==> config.mk <==
export PLATFORM = sky130hd
export DESIGN_NAME = adder_flat
export DESIGN_NICKNAME = d
export VERILOG_FILES = /design/src/rtl/adder_if.sv /design/src/rtl/adder.sv /design/src/flat_wrapper.sv
export SDC_FILE = /design/constraint.sdc
export NUM_CORES = 1
export LEC_CHECK = 0
export ABC_AREA = 1
export CELL_PAD_IN_SITES_DETAIL_PLACEMENT = 0
export CELL_PAD_IN_SITES_GLOBAL_PLACEMENT = 1
export CORE_ASPECT_RATIO = 0.9
export CORE_MARGIN = 2
export CORE_UTILIZATION = 32
export DETAILED_ROUTE_END_ITERATION = 16
export GPL_TIMING_DRIVEN = 0
export PLACE_DENSITY = 0.92
export SYNTH_ARGS = -nofsm -noshare
export SYNTH_HDL_FRONTEND = slang
export SYNTH_SLANG_ARGS = --single-unit
==> constraint.sdc <==
create_clock -name clk -period 0.98 [get_ports clk]
set_clock_uncertainty 0.15 [all_clocks]
set_input_delay 0.196 -clock clk [delete_from_list [all_inputs] [get_ports clk]]
set_output_delay 0.196 -clock clk [all_outputs]
set_load 0.03 [all_outputs]
==> src/rtl/adder_if.sv <==
// ---------------------------------------------------------------------------
// adder_if
//   Operand/result bundle for the registered adder stage.
//   a    : operand a (A_W bits, unsigned), driven by the upstream multiplier
//   b    : operand b (B_W bits, unsigned), the running partial sum
//   out  : registered sum (B_W bits)
//   ovf  : registered carry-out flag belonging to the same sample as out
//   Modports: master drives operands and observes results; slave (the adder)
//   consumes operands and drives results.
// ---------------------------------------------------------------------------
interface adder_if #(
    parameter int A_W = 8,
    parameter int B_W = 12
);
    logic [A_W-1:0] a;
    logic [B_W-1:0] b;
    logic [B_W-1:0] out;
    logic           ovf;

    modport master (output a, output b, input out, input ovf);
    modport slave  (input a, input b, output out, output ovf);
endinterface

==> src/rtl/adder.sv <==
// ---------------------------------------------------------------------------
// adder
//   Registered unsigned adder between the multiplier and accumulator stages.
//   Adds a zero-extended A_W-bit operand to a B_W-bit operand every cycle and
//   registers the B_W-bit result plus the carry-out. One-cycle latency, no
//   handshake.
//   Parameters:
//     A_W      : width of operand a (must not exceed B_W)
//     B_W      : width of operand b and of the result
//     SATURATE : 0 = wrap modulo 2^B_W, 1 = clamp to 2^B_W-1 on carry-out
//   Ports:
//     clk   : clock, rising edge
//     rst_n : asynchronous active-low reset, clears out and ovf immediately
//     bus   : adder_if slave modport (a, b in; out, ovf out). The interface
//             instance must be parameterised with the same A_W/B_W.
// ---------------------------------------------------------------------------
module adder #(
    parameter int A_W      = 8,
    parameter int B_W      = 12,
    parameter bit SATURATE = 1'b0
) (
    input  logic    clk,
    input  logic    rst_n,
    adder_if.slave  bus
);

    logic [B_W:0]   a_ext;
    logic [B_W:0]   sum;
    logic [B_W-1:0] result;

    logic [B_W-1:0] out_d;
    logic [B_W-1:0] out_q;
    logic           ovf_d;
    logic           ovf_q;

    // One extra bit of headroom so the carry-out is captured in sum[B_W].
    assign a_ext = {{(B_W + 1 - A_W){1'b0}}, bus.a};
    assign sum   = a_ext + {1'b0, bus.b};

    generate
        if (SATURATE) begin : g_sat
            assign result = sum[B_W] ? {B_W{1'b1}} : sum[B_W-1:0];
        end else begin : g_wrap
            assign result = sum[B_W-1:0];
        end
    endgenerate

    always_comb begin
        out_d = result;
        ovf_d = sum[B_W];
    end

    always_ff @(posedge clk or negedge rst_n) begin
        if (!rst_n) begin
            out_q <= '0;
            ovf_q <= 1'b0;
        end else begin
            out_q <= out_d;
            ovf_q <= ovf_d;
        end
    end

    assign bus.out = out_q;
    assign bus.ovf = ovf_q;

endmodule

==> src/flat_wrapper.sv <==
// flat-port wrapper written by rule: the top's interface ports become plain ports
module adder_flat 
#(
    parameter int A_W      = 8,
    parameter int B_W      = 12,
    parameter bit SATURATE = 1'b0
)
  (clk, rst_n, bus_a, bus_b, bus_out, bus_ovf);
  adder_if #(.A_W(A_W), .B_W(B_W)) bus_i ();
  input  logic clk;
  input  logic rst_n;
  input wire logic [$bits(bus_i.a)-1:0] bus_a;
  input wire logic [$bits(bus_i.b)-1:0] bus_b;
  output wire logic [$bits(bus_i.out)-1:0] bus_out;
  output wire logic [$bits(bus_i.ovf)-1:0] bus_ovf;
  assign bus_i.a = bus_a;
  assign bus_i.b = bus_b;
  assign bus_out = bus_i.out;
  assign bus_ovf = bus_i.ovf;
  adder #(.A_W(A_W), .B_W(B_W), .SATURATE(SATURATE)) u_core (.clk(clk), .rst_n(rst_n), .bus(bus_i));
endmodule
==> metrics.cfg, run 1 <==
[status]
status=complete, but fails checks
violations=negative hold slack, negative setup slack

[pwr]
swShare_pct=36.3
p_switching_uw=692
pwr-share-clk_pct=15.7
powerDensity_nw_per_um2=1200
power_mw=1.91
p_int_mw=1.21
worst_ir_drop_vdd_uv=386
power.leakage_nw=0.809
seqPwrFrac_pct=34.1
p_comb_share_pct=50.2

[global_route]
met1_usage_pct=17.3
grt_use_total_pct=15.4
grt_pass1_vias=889
grt_max_degree=14
use_met3_pct=0.962
grtUsageMet2_pct=28.3
antenna_found_initial=0
grt_pass1_wl_um=3680
grt_overflow=0
busiest_layer=met2

[floorplanning]
io_pins=35
core_um2=2700
initial_core_util_pct=33.0
die_h_um=54.1
rows=18
dieArea_um2=3230
die_w_um=59.7

[sta]
fmax_ghz=0.741
tightest_slew_ns=0.520
finalMaxSlewViolations=0
worst_slack_ns=-0.369
hold_viol=1
whs_ns=-0.00206
timing.final.crit_share_pct=138
worst_slew_margin_rel_pct=65.2
min_period_ns=1.35
setup_viol=24
rsz0062_at_grt=yes

[worst_setup_path]
critPathLaunchType=primary input
cp-end-kind=flop
crit_type=in -> reg
critPathMaxFanout=2
cp.required_ns=0.98
cp_data_arrival_time_ns=1.34

[clock_tree]
clk_pin_slew_worst_paths_ns=0.07
ctsRootBufferMaster=clkbuf_4
cts_tree=yes
cts_buffers=3
htreeDepth=1
cts_sinks=13
ctsLongestPathBuffers=2

[layout]
layout-drive-gt1-share_pct=49.1
finalNonFillerCells=197
final_net_count=199
synthToLayoutAreaGrowth_pct=78.4
diodes=0

[detailed_routing]
dr_total_vias=939
via_per_inst=4.77
drt_pass1_iterations=4
drc=0
post_drt_wl_per_cell_um=12.0
drtAntennaViolNets=0
drt_wl_total_um=2370
first_iter_violations=25

[flow_run]
maxCapViolations=0

[yosys]
synth_area_leaders=dfrtp_1, nand2_1, ha_1, inv_1, nand3_1
yosysWarningCount=0
yosysSeqAreaShare_pct=36.5
syn_avg_cell_area_um2=7.62
synthesis.nets=148
yosysTopAreaCellShare_pct=36.5
synthCells=117
ys_seq_elements=13
synth_area_um2=892
yosysTopAreaCell=dfrtp_1
synth.distinct_cells=16

[placed_design]
dp_hpwl_um=1690
gp_congestion=0.795
io_buffers=34
dp_cells=181

[min_path]
holdCritPathClass=in -> reg

## per-layer routing
metal	vias to the layer above	share of wire (%)
met5	-	0
met3	8	6.3
met1	427	39
met2	36	52
li1	468	-
met4	0	2.4
## power groups by stage
stage | clock network, mW | logic (mW) | registers, mW
6_report | 0.299 | 0.958 | 0.650
2_1_floorplan | 0 | 0.278 | 0.817
3_5_place_dp | 0 | 0.794 | 0.643
3_3_place_gp | 0 | 0.779 | 0.642
4_1_cts | 0.311 | 0.925 | 0.650
5_1_grt | 0.341 | 1.03 | 0.656
## worst max-delay path, stage by stage
cell and delay (ns):
buf_6 0.10, ha_4 0.16, fa_2 0.37, buf_4 0.15
buf_6 0.11, nand3_2 0.07, nand3_1 0.07, nand2_1 0.06
nand2_1 0.06
## state kept, by name, indices dropped and copies added, names as in the netlist
name	flops
u_core.bus.out	12
u_core.bus.ovf	1
## Yosys cell counts
cell type,n
inv_1,16
nor2_2,2
a21oi_1,2
fa_1,1
a21o_1,1
nand2_1,40
ha_1,8
dfrtp_1,13
nand2_2,3
nor2_1,6
xor2_1,6
inv_2,1
a21oi_2,1
nand3_2,2
nand3_1,11
nand4_1,4
## layout by cell type, fill, tap and decap left out
master,count
nand2_2,10
dfrtp_1,13
a21o_1,1
nor2_1,3
nand2_4,4
buf_12,1
clkdlybuf4s50_1,2
a21oi_4,1
a21oi_2,2
clkdlybuf4s15_2,1
clkdlybuf4s15_1,2
buf_4,10
clkbuf_4,3
clkbuf_2,6
nand2_1,29
nand3_4,2
buf_6,16
ha_4,8
clkinv_2,1
fa_2,1
nor2_4,3
buf_2,4
nand4_1,4
nand3_2,4
nand3_1,7
nor2_2,2
inv_2,3
inv_1,14
dlygate4sd2_1,4
xor2_1,6
## logic make-up after synthesis
logic type / count (synthesis) / share of synthesized area [%]
buffers and inverters: 17 / 7.15
adders and majority gates: 9 / 13.5
AOI/OAI and AO/OA: 4 / 2.95
and+or+nand+nor: 68 / 34.1
DFF: 13 / 36.5
xor gates and xnor gates: 6 / 5.89
## worst paths after layout
| check | slack [ns] | endpoint | from | depth (start not counted) |
|---|---|---|---|---|
| setup / recovery | -0.37 | u_core.bus.out[10] | bus_b[0] | 9 |
| hold / removal | -0.002 | u_core.bus.out[0] | bus_a[0] | 2 |
| max in group asynchronous | 0.21 | u_core.bus.out[11] | rst_n | 1 |
| min in group asynchronous | 0.12 | u_core.bus.out[1] | rst_n | 1 |
## layout make-up
type	instances	area (um^2)
fillers	224	1110
multi-input cells	87	726
repair buffers	46	412
flip-flops and latches	13	325
inverters	17	63.8
well taps	30	37.5
clock buffers	3	22.5
clock inverters	1	5.00
## metrics by stage
stage                     utilization, %  worst slack, ns  area [um^2]  setup TNS, ns
final                               58.9           -0.369         1590          -4.98
after global routing                58.9           -0.408         1590          -5.69
after CTS                           58.2           -0.351         1570          -4.56
after detailed placement            50.5            -1.05         1370         -15.79
after global placement              50.5            -1.00         1370         -15.06
after floorplan                        -           -0.409          987          -3.07
## what timing repair did
item,CTS,global route
hold endpoints to repair,1,1
endpoints found under the setup margin,25,24
cloned,0,0
pin swaps,20,11
resized for setup,165,14
buffers inserted,9,3
(Power assumes the default switching activity.)
==> run 2, diff against run 1 <==
- CORE_UTILIZATION: 32 -> 30
- PLACE_DENSITY: 0.92 -> 0.88
- clock period: 0.98 -> 1.48 ns (I/O delays scaled with it)
==> run 2 against run 1 <==
Compared with the run above:
- the flow now finishes without violations
- flip-flop and latch count did not move
- wire length down 6.0%
- critical path depth down 8
- final area is 11% lower
- combinational power fell by 47%
- clock power decreased by 26%
- final cell count increased by 1.0%
- first-iteration DRC count fell by 52%
- sequential share of layout area grew 2.4 points
- hold slack gained 0.12 ns
- critical path type is now reg -> out
- critical endpoint is now bus_out[2]
- largest cell class unchanged
==> metrics.cfg, run 2 (synthesized netlist as in run 1, its figures left out) <==
[sta]
worst_slack_ns=0.0226
fmax_ghz=0.686
setup_tns_ns=0
setup_viol=0
hold_viol=0
worst_slew_margin_rel_pct=61.0
tightest_slew_ns=0.584
finalMaxSlewViolations=0
rsz0062_at_grt=no
whs_ns=0.115
min_period_ns=1.46
timing.final.crit_share_pct=98.5

[global_route]
grt_overflow=0
grt_pass1_vias=877
grt_use_total_pct=14.5
busiest_layer=met2
grt_pass1_wl_um=3830
use_met3_pct=0
met1_usage_pct=19.6
grtUsageMet2_pct=23.8
grt_max_degree=14
antenna_found_initial=0

[detailed_routing]
first_iter_violations=12
drc=0
drt_wl_total_um=2230
dr_total_vias=900
post_drt_wl_per_cell_um=11.2
drt_pass1_iterations=4
drtAntennaViolNets=0
via_per_inst=4.52

[min_path]
holdCritPathClass=in -> reg
min_path_cells=2
min_to=u_core.bus.out[0]
min_from=bus_b[0]

[placed_design]
gp_congestion=0.777
place_ws_ns=-0.605
dp_cells=191
dp_hpwl_um=1710
io_buffers=34

[layout]
final_net_count=191
layout-drive-gt1-share_pct=21.4
diodes=0
final_cell_mix=nand2_1, dlygate4sd2_1, inv_1
layout_commonest_cell=nand2_1
synthToLayoutAreaGrowth_pct=59.3
regArea_um2=325
fillers=274
largest_register_ff_count=12
finalNonFillerCells=199
multi_input_area_um2=624

[pwr]
power_mw=1.14
powerDensity_nw_per_um2=802
worst_ir_drop_vdd_uv=268
power.leakage_nw=0.732

[clock_tree]
cts_buffers=3
clk_pin_slew_worst_paths_ns=0.08
cts_sinks=13
htreeDepth=1
ctsRootBufferMaster=clkbuf_4
cts_tree=yes
cts_hold_buf=0
ctsLongestPathBuffers=2

[flow_run]
maxCapViolations=0

[worst_setup_path]
cpMaxStageDelayCell=dlygate4sd2_1
cpLargestDelayFamily=buffers and inverters
cp-end-kind=primary output
critPathLaunchType=flop
critPathMaxFanout=1
cp_data_arrival_time_ns=1.01
crit_type=reg -> out
path_depth=1
worst-path-buf-inv=1
critPathMaxStageDelay_ns=0.41
worstPathCellList=dlygate4sd2_1
cp.required_ns=1.03
critPathLaunch=u_core.bus.out[2]

[floorplanning]
die_w_um=61.5
initial_core_util_pct=31.9
io_pins=35
rows=18
dieArea_um2=3430
die_h_um=55.7
core_um2=2790

[status]
status=completed

run 2: cell count changes in the layout (fill, tap and decap cells not counted), moves of 4 or more:
cell | before | now
buf_2 | 4 | 0
nand2_4 | 4 | 0
buf_6 | 16 | 0
clkbuf_2 | 6 | 2
nand2_1 | 29 | 36
dlygate4sd2_1 | 4 | 23
buf_4 | 10 | 4
run 2: how the worst max path moves through the flow:
stage                                   end  slack (ns)
after floorplan           u_core.bus.out[6]       -0.02
after global placement    u_core.bus.out[6]       -0.59
after detailed placement  u_core.bus.out[8]       -0.61
after CTS                 u_core.bus.out[8]       0.008
after global routing             bus_out[2]       0.005
final                            bus_out[2]        0.02
run 2: timing repair:
item	4_1_cts	5_1_grt
pin swaps	10	1
buffers inserted	4	0
gates resized for setup	47	8
endpoints found under the setup margin	24	9
gates cloned	0	0
run 2: through the flow:
stage | cell area [um^2] | utilization, %
global placement | 1300 | 46.6
detailed placement | 1300 | 46.6
CTS | 1420 | 50.9
global route | 1420 | 50.9
finish | 1420 | 50.9
floorplan | 912 | -
run 2: power by group:
| part | switching (mW) | internal [mW] | total (mW) |
|---|---|---|---|
| Clock | 0.115 | 0.104 | 0.220 |
| Combinational | 0.299 | 0.204 | 0.503 |
| Sequential | 0.0109 | 0.407 | 0.418 |
run 2: final cells by class:
| type | instances | area share, % |
|---|---|---|
| Clock buffer | 4 | 1.85 |
| Inverter | 17 | 4.49 |
| Tap cell | 40 | 3.52 |
| Sequential cell | 13 | 22.9 |
| Multi-Input combinational cell | 87 | 43.9 |
| Timing Repair Buffer | 38 | 23.3 |
run 2: routing by layer:
layer	routed length [um]	vias up
li1	-	452
met1	995	420
met2	1110	24
met3	75	4
met4	41	0
met5	0	-
